**config.mk**
```make
export PLATFORM = sky130hd
export DESIGN_NAME = div_unit
export DESIGN_NICKNAME = d
export VERILOG_FILES = /design/src/rtl/div_unit.sv
export SDC_FILE = /design/constraint.sdc
export NUM_CORES = 1
export LEC_CHECK = 0
export ABC_AREA = 1
export BUFFER_PORTS_ARGS = -buffer_cell sky130_fd_sc_hd__buf_2
export CAP_MARGIN = 10
export CORE_MARGIN = 3
export CORE_UTILIZATION = 39
export CTS_BUF_LIST = sky130_fd_sc_hd__clkbuf_4 sky130_fd_sc_hd__clkbuf_8
export DETAILED_ROUTE_END_ITERATION = 10
export SLEW_MARGIN = 0
export SYNTH_ARGS = -nofsm -noshare
export SYNTH_HDL_FRONTEND = slang
export SYNTH_SLANG_ARGS = --single-unit
```
**constraint.sdc**
```tcl
create_clock -name clk -period 12.6 [get_ports clk]
set_clock_uncertainty 0.15 [all_clocks]
set_input_delay 1.26 -clock clk [delete_from_list [all_inputs] [get_ports clk]]
set_output_delay 1.26 -clock clk [all_outputs]
set_load 0.01 [all_outputs]
```
**src/rtl/div_unit.sv**
```systemverilog
// ============================================================================
// Module   : div_unit
// Purpose  : Iterative radix-2 restoring divider for DIV/DIVU, fixed 33-cycle
//            stall, with sign fix-up, exception abort and hold-in-DONE.
// Revision : 1.0  initial release
// ============================================================================
`default_nettype none

module div_unit (
   input  logic        clk,
   input  logic        rst,
   input  logic        E_div_valid,
   input  logic        E_div_signed,
   input  logic [31:0] E_src_a,
   input  logic [31:0] E_src_b,
   input  logic        E_ena,
   input  logic        M_except,
   output logic        E_div_stall,
   output logic [31:0] div_lo,
   output logic [31:0] div_hi,
   output logic        div_done
);

   typedef enum logic [1:0] {
      S_IDLE = 2'd0,
      S_BUSY = 2'd1,
      S_DONE = 2'd2
   } state_t;

   state_t      r_state;
   logic [4:0]  r_cnt;
   logic [31:0] r_rem;
   logic [31:0] r_quo;
   logic [31:0] r_dvsr;
   logic        r_qsign;
   logic        r_rsign;
   logic        r_bzero;

   logic        w_start;
   logic [31:0] w_abs_a;
   logic [31:0] w_abs_b;
   logic [32:0] w_shift;
   logic [32:0] w_diff;
   logic        w_fit;
   logic [31:0] w_rem_nxt;
   logic [31:0] w_quo_nxt;
   logic [31:0] w_lo_fix;
   logic [31:0] w_hi_fix;

   assign w_start     = (r_state == S_IDLE) & E_div_valid & ~M_except;
   assign E_div_stall = ~rst & (w_start | (r_state == S_BUSY));

   assign w_abs_a = (E_div_signed & E_src_a[31]) ? -E_src_a : E_src_a;
   assign w_abs_b = (E_div_signed & E_src_b[31]) ? -E_src_b : E_src_b;

   // Quotient register doubles as the dividend shift source: its MSB feeds
   // the remainder while quotient bits enter at the LSB.
   assign w_shift   = {r_rem, r_quo[31]};
   assign w_diff    = w_shift - {1'b0, r_dvsr};
   assign w_fit     = ~w_diff[32];
   assign w_rem_nxt = w_fit ? w_diff[31:0] : w_shift[31:0];
   assign w_quo_nxt = {r_quo[30:0], w_fit};

   // A zero divisor leaves q all ones and r = |a|; negating r restores a.
   assign w_lo_fix = (r_qsign & ~r_bzero) ? -w_quo_nxt : w_quo_nxt;
   assign w_hi_fix = r_rsign ? -w_rem_nxt : w_rem_nxt;

   always_ff @(posedge clk) begin
      if (rst) begin
         r_state  <= S_IDLE;
         r_cnt    <= 5'd0;
         r_rem    <= 32'd0;
         r_quo    <= 32'd0;
         r_dvsr   <= 32'd0;
         r_qsign  <= 1'b0;
         r_rsign  <= 1'b0;
         r_bzero  <= 1'b0;
         div_lo   <= 32'd0;
         div_hi   <= 32'd0;
         div_done <= 1'b0;
      end else if (M_except) begin
         r_state  <= S_IDLE;
         r_cnt    <= 5'd0;
         div_done <= 1'b0;
      end else begin
         case (r_state)
            S_IDLE: begin
               if (E_div_valid) begin
                  r_rem   <= 32'd0;
                  r_quo   <= w_abs_a;
                  r_dvsr  <= w_abs_b;
                  r_qsign <= E_div_signed & (E_src_a[31] ^ E_src_b[31]);
                  r_rsign <= E_div_signed & E_src_a[31];
                  r_bzero <= (E_src_b == 32'd0);
                  r_cnt   <= 5'd0;
                  r_state <= S_BUSY;
               end
            end
            S_BUSY: begin
               r_rem <= w_rem_nxt;
               r_quo <= w_quo_nxt;
               r_cnt <= r_cnt + 5'd1;
               if (r_cnt == 5'd31) begin
                  div_lo   <= w_lo_fix;
                  div_hi   <= w_hi_fix;
                  div_done <= 1'b1;
                  r_state  <= S_DONE;
               end
            end
            S_DONE: begin
               if (E_ena) begin
                  div_done <= 1'b0;
                  r_state  <= S_IDLE;
               end
            end
            default: begin
               div_done <= 1'b0;
               r_state  <= S_IDLE;
            end
         endcase
      end
   end

endmodule

`default_nettype wire

```
==> impl_metrics.tcl <==
set metrics [dict create \
    fmax_mhz 208 \
    synth.yosys.warnings 0 \
    io_buffer_count 135 \
    drc_errors 0 \
    overflow 0 \
    dieArea_mm2 0.0357 \
    synth_edf_count 0 \
    max_cap_violations 0 \
    outcome "complete, no violations" \
    start_util_pct 39.8 \
    worstSkewPairLatency_ns 0.50 \
    avgSynthCellArea_um2 6.01 \
    postCtsSetupRepairBufs 0 \
    critical_path_class "reg -> reg" \
    critical-path-max-stage-delay_ns 0.50 \
    syn_nets 2282 \
    grt_antenna_before_repair 1 \
    slew_violations 0 \
    setup_viol 0 \
    wire_per_inst_um 16.0 \
    syn2layout_area_growth_pct 10.5 \
    antenna_cells 0 \
    worst_pin_slew_ns 0.973 \
    layout_common_cells "nand2_1, inv_1, nor2_1" \
    postCtsHoldBufs 0 \
    powerDensity_mw_per_mm2 93.4 \
    synthArstFlopShare_pct 0 \
    cts_tree "built" \
    pin_count 136 \
    drt_wl_total_mm 43.5 \
    clk_pin_slew_ns 0.11 \
    layout_setup_ws_ns 7.80 \
    period_needed_ns 4.80 \
    relSlewSlack_pct 35.1 \
    arrival_ns 5.05 \
    cts_resized 0 \
    endpoint_kind "flop" \
    grt_pass1_wl_mm 68.6 \
    grt_max_degree 100 \
    gp_congestion 0.927 \
    total_power_mw 1.35 \
    cp_max_fo 39 \
    vias_per_cell 5.08 \
    ir_drop_uv 77.6 \
    synth-seq-cells 171 \
    finalSetupTns_ns 0 \
    min_path_type "reg -> reg" \
    syn_inst 2173 \
    die_w_um 189 \
    design.core.area_mm2 0.0328 \
    crit_slowest_cell "nand2_4" \
    ys_seq_area_share_pct 26.2 \
    worstSetupStartpointType "flop" \
    syn-cell-area_mm2 0.0131 \
    first_pass_iters 5 \
    synth_ff_type "dfxtp_1" \
    hold_viol_final 0 \
    worstPathRequired_ns 12.85 \
    post-route-period-util_pct 38.1 \
    dieHeight_um 189 \
    dp_hpwl_mm 33.6 \
    place_ws_ns 7.86 \
    cts_sinks 171 \
    num-nets-final 2368 \
    vias 13800 \
    grt_pass1_vias 12800 \
    h-tree-depth 4 \
    drive_above_1_share_pct 12.0 \
    clock_path_buffers 2 \
    row_count 66 \
    ant_nets 0 \
    num-fill-cells 3672 \
    cpMostUsedCell "nand2_1" \
    cts_made_buffers 17 \
    synth.distinct_cells 53 \
    grt.total_usage_pct 24.1 \
    clock-root-buffer "clkbuf_8" \
    drt_iter0_drc 1050 \
    leakage_nw 7.57 \
    rsz0062_at_grt "no" \
    layout_commonest_cell "nand2_1" \
]
## routing by layer
layer | vias up | track usage, % | part of all wire (%) | wire length, um
met5 | - | 0 | 0.030 | 13
met4 | 2 | 8.82 | 3.1 | 1360
met3 | 75 | 3.59 | 5.3 | 2290
met2 | 382 | 39.4 | 45 | 19800
met1 | 6246 | 32.2 | 46 | 20100
li1 | 7080 | - | - | -
## synth_stat cells (all sizes together) (3+ instances only)
library cell / number / share of area [%]
buf: 17 / 1.1
a221oi: 4 / 0.27
xnor2: 24 / 1.6
ha: 38 / 3.6
a21o: 5 / 0.29
o21ai: 153 / 5.9
and2: 3 / 0.14
nor4: 5 / 0.24
o221ai: 13 / 0.87
nand4: 18 / 0.86
dfxtp: 171 / 26
xor2: 55 / 3.7
o41ai: 3 / 0.20
inv: 301 / 8.7
nor3: 32 / 1.3
nand2: 670 / 21
a21oi: 178 / 6.9
nor2: 241 / 7.4
or2: 7 / 0.34
a31oi: 6 / 0.29
nand3: 113 / 4.5
clkinv: 3 / 0.086
o211ai: 14 / 0.80
o31ai: 3 / 0.17
o21bai: 5 / 0.29
nand3b: 17 / 0.98
clkbuf: 65 / 1.9
## metrics by stage
step | instance area [um^2] | hold WS, ns | std cells | util (%)
floorplan | 13100 | 0.294 | 2173 | -
global placement | 14000 | 0.302 | 2681 | 42.7
CTS | 14400 | 0.324 | 2713 | 44.0
detailed placement | 14000 | 0.307 | 2681 | 42.7
finish | 14400 | 0.323 | 2714 | 44.0
global route | 14400 | 0.351 | 2714 | 44.0
## power breakdown
| group | internal [mW] | switching, mW |
|---|---|---|
| Combinational | 0.114 | 0.246 |
| Sequential | 0.557 | 0.0169 |
| Clock | 0.172 | 0.243 |
| Total | 0.843 | 0.506 |
## cell type report
cell class	instances	area, um^2	area share (%)
timing repair buffer	149	801	5.55
inverter	304	1140	7.91
sequential	171	3420	23.7
multi-input combinational	1616	8120	56.2
tap	442	553	3.83
clock buffer	19	262	1.81
clock inverter	13	136	0.945
## sequential cells by signal, summed over array words and instances, names as in the netlist
register  count
div_done      1
r_dvsr       32
r_rem        32
div_hi       32
r_qsign       1
r_state       2
r_bzero       1
r_cnt         5
div_lo       32
r_quo        32
r_rsign       1
## critical path: cells and delay by family, from the launching register on
kind | cells | cell delay (ns)
DFF | 1 | 0.33
xor gates and xnor gates | 1 | 0.16
adders and majority gates | 3 | 0.84
and+or+nand+nor | 18 | 2.52
AOI/OAI and AO/OA | 3 | 0.48
buffers and inverters | 3 | 0.22
## cell families after synthesis
kind of cell | count (synthesis) | synth area share, %
xor+xnor | 79 | 5.30
flops | 171 | 26.2
simple gates | 1109 | 36.6
compound gates | 389 | 16.4
buf+inv | 386 | 11.7
fa+ha+maj | 39 | 3.79
## final timing paths
kind	cells after the start	from	end	slack, ns
min reg2reg	2	r_cnt[4]	r_cnt[4]	0.32
max	28	r_quo[31]	div_lo[30]	7.80
max reg2reg	28	r_quo[31]	div_lo[30]	7.80
min	2	r_cnt[4]	r_cnt[4]	0.32
Note: power is estimated with default switching activity, not from simulation.
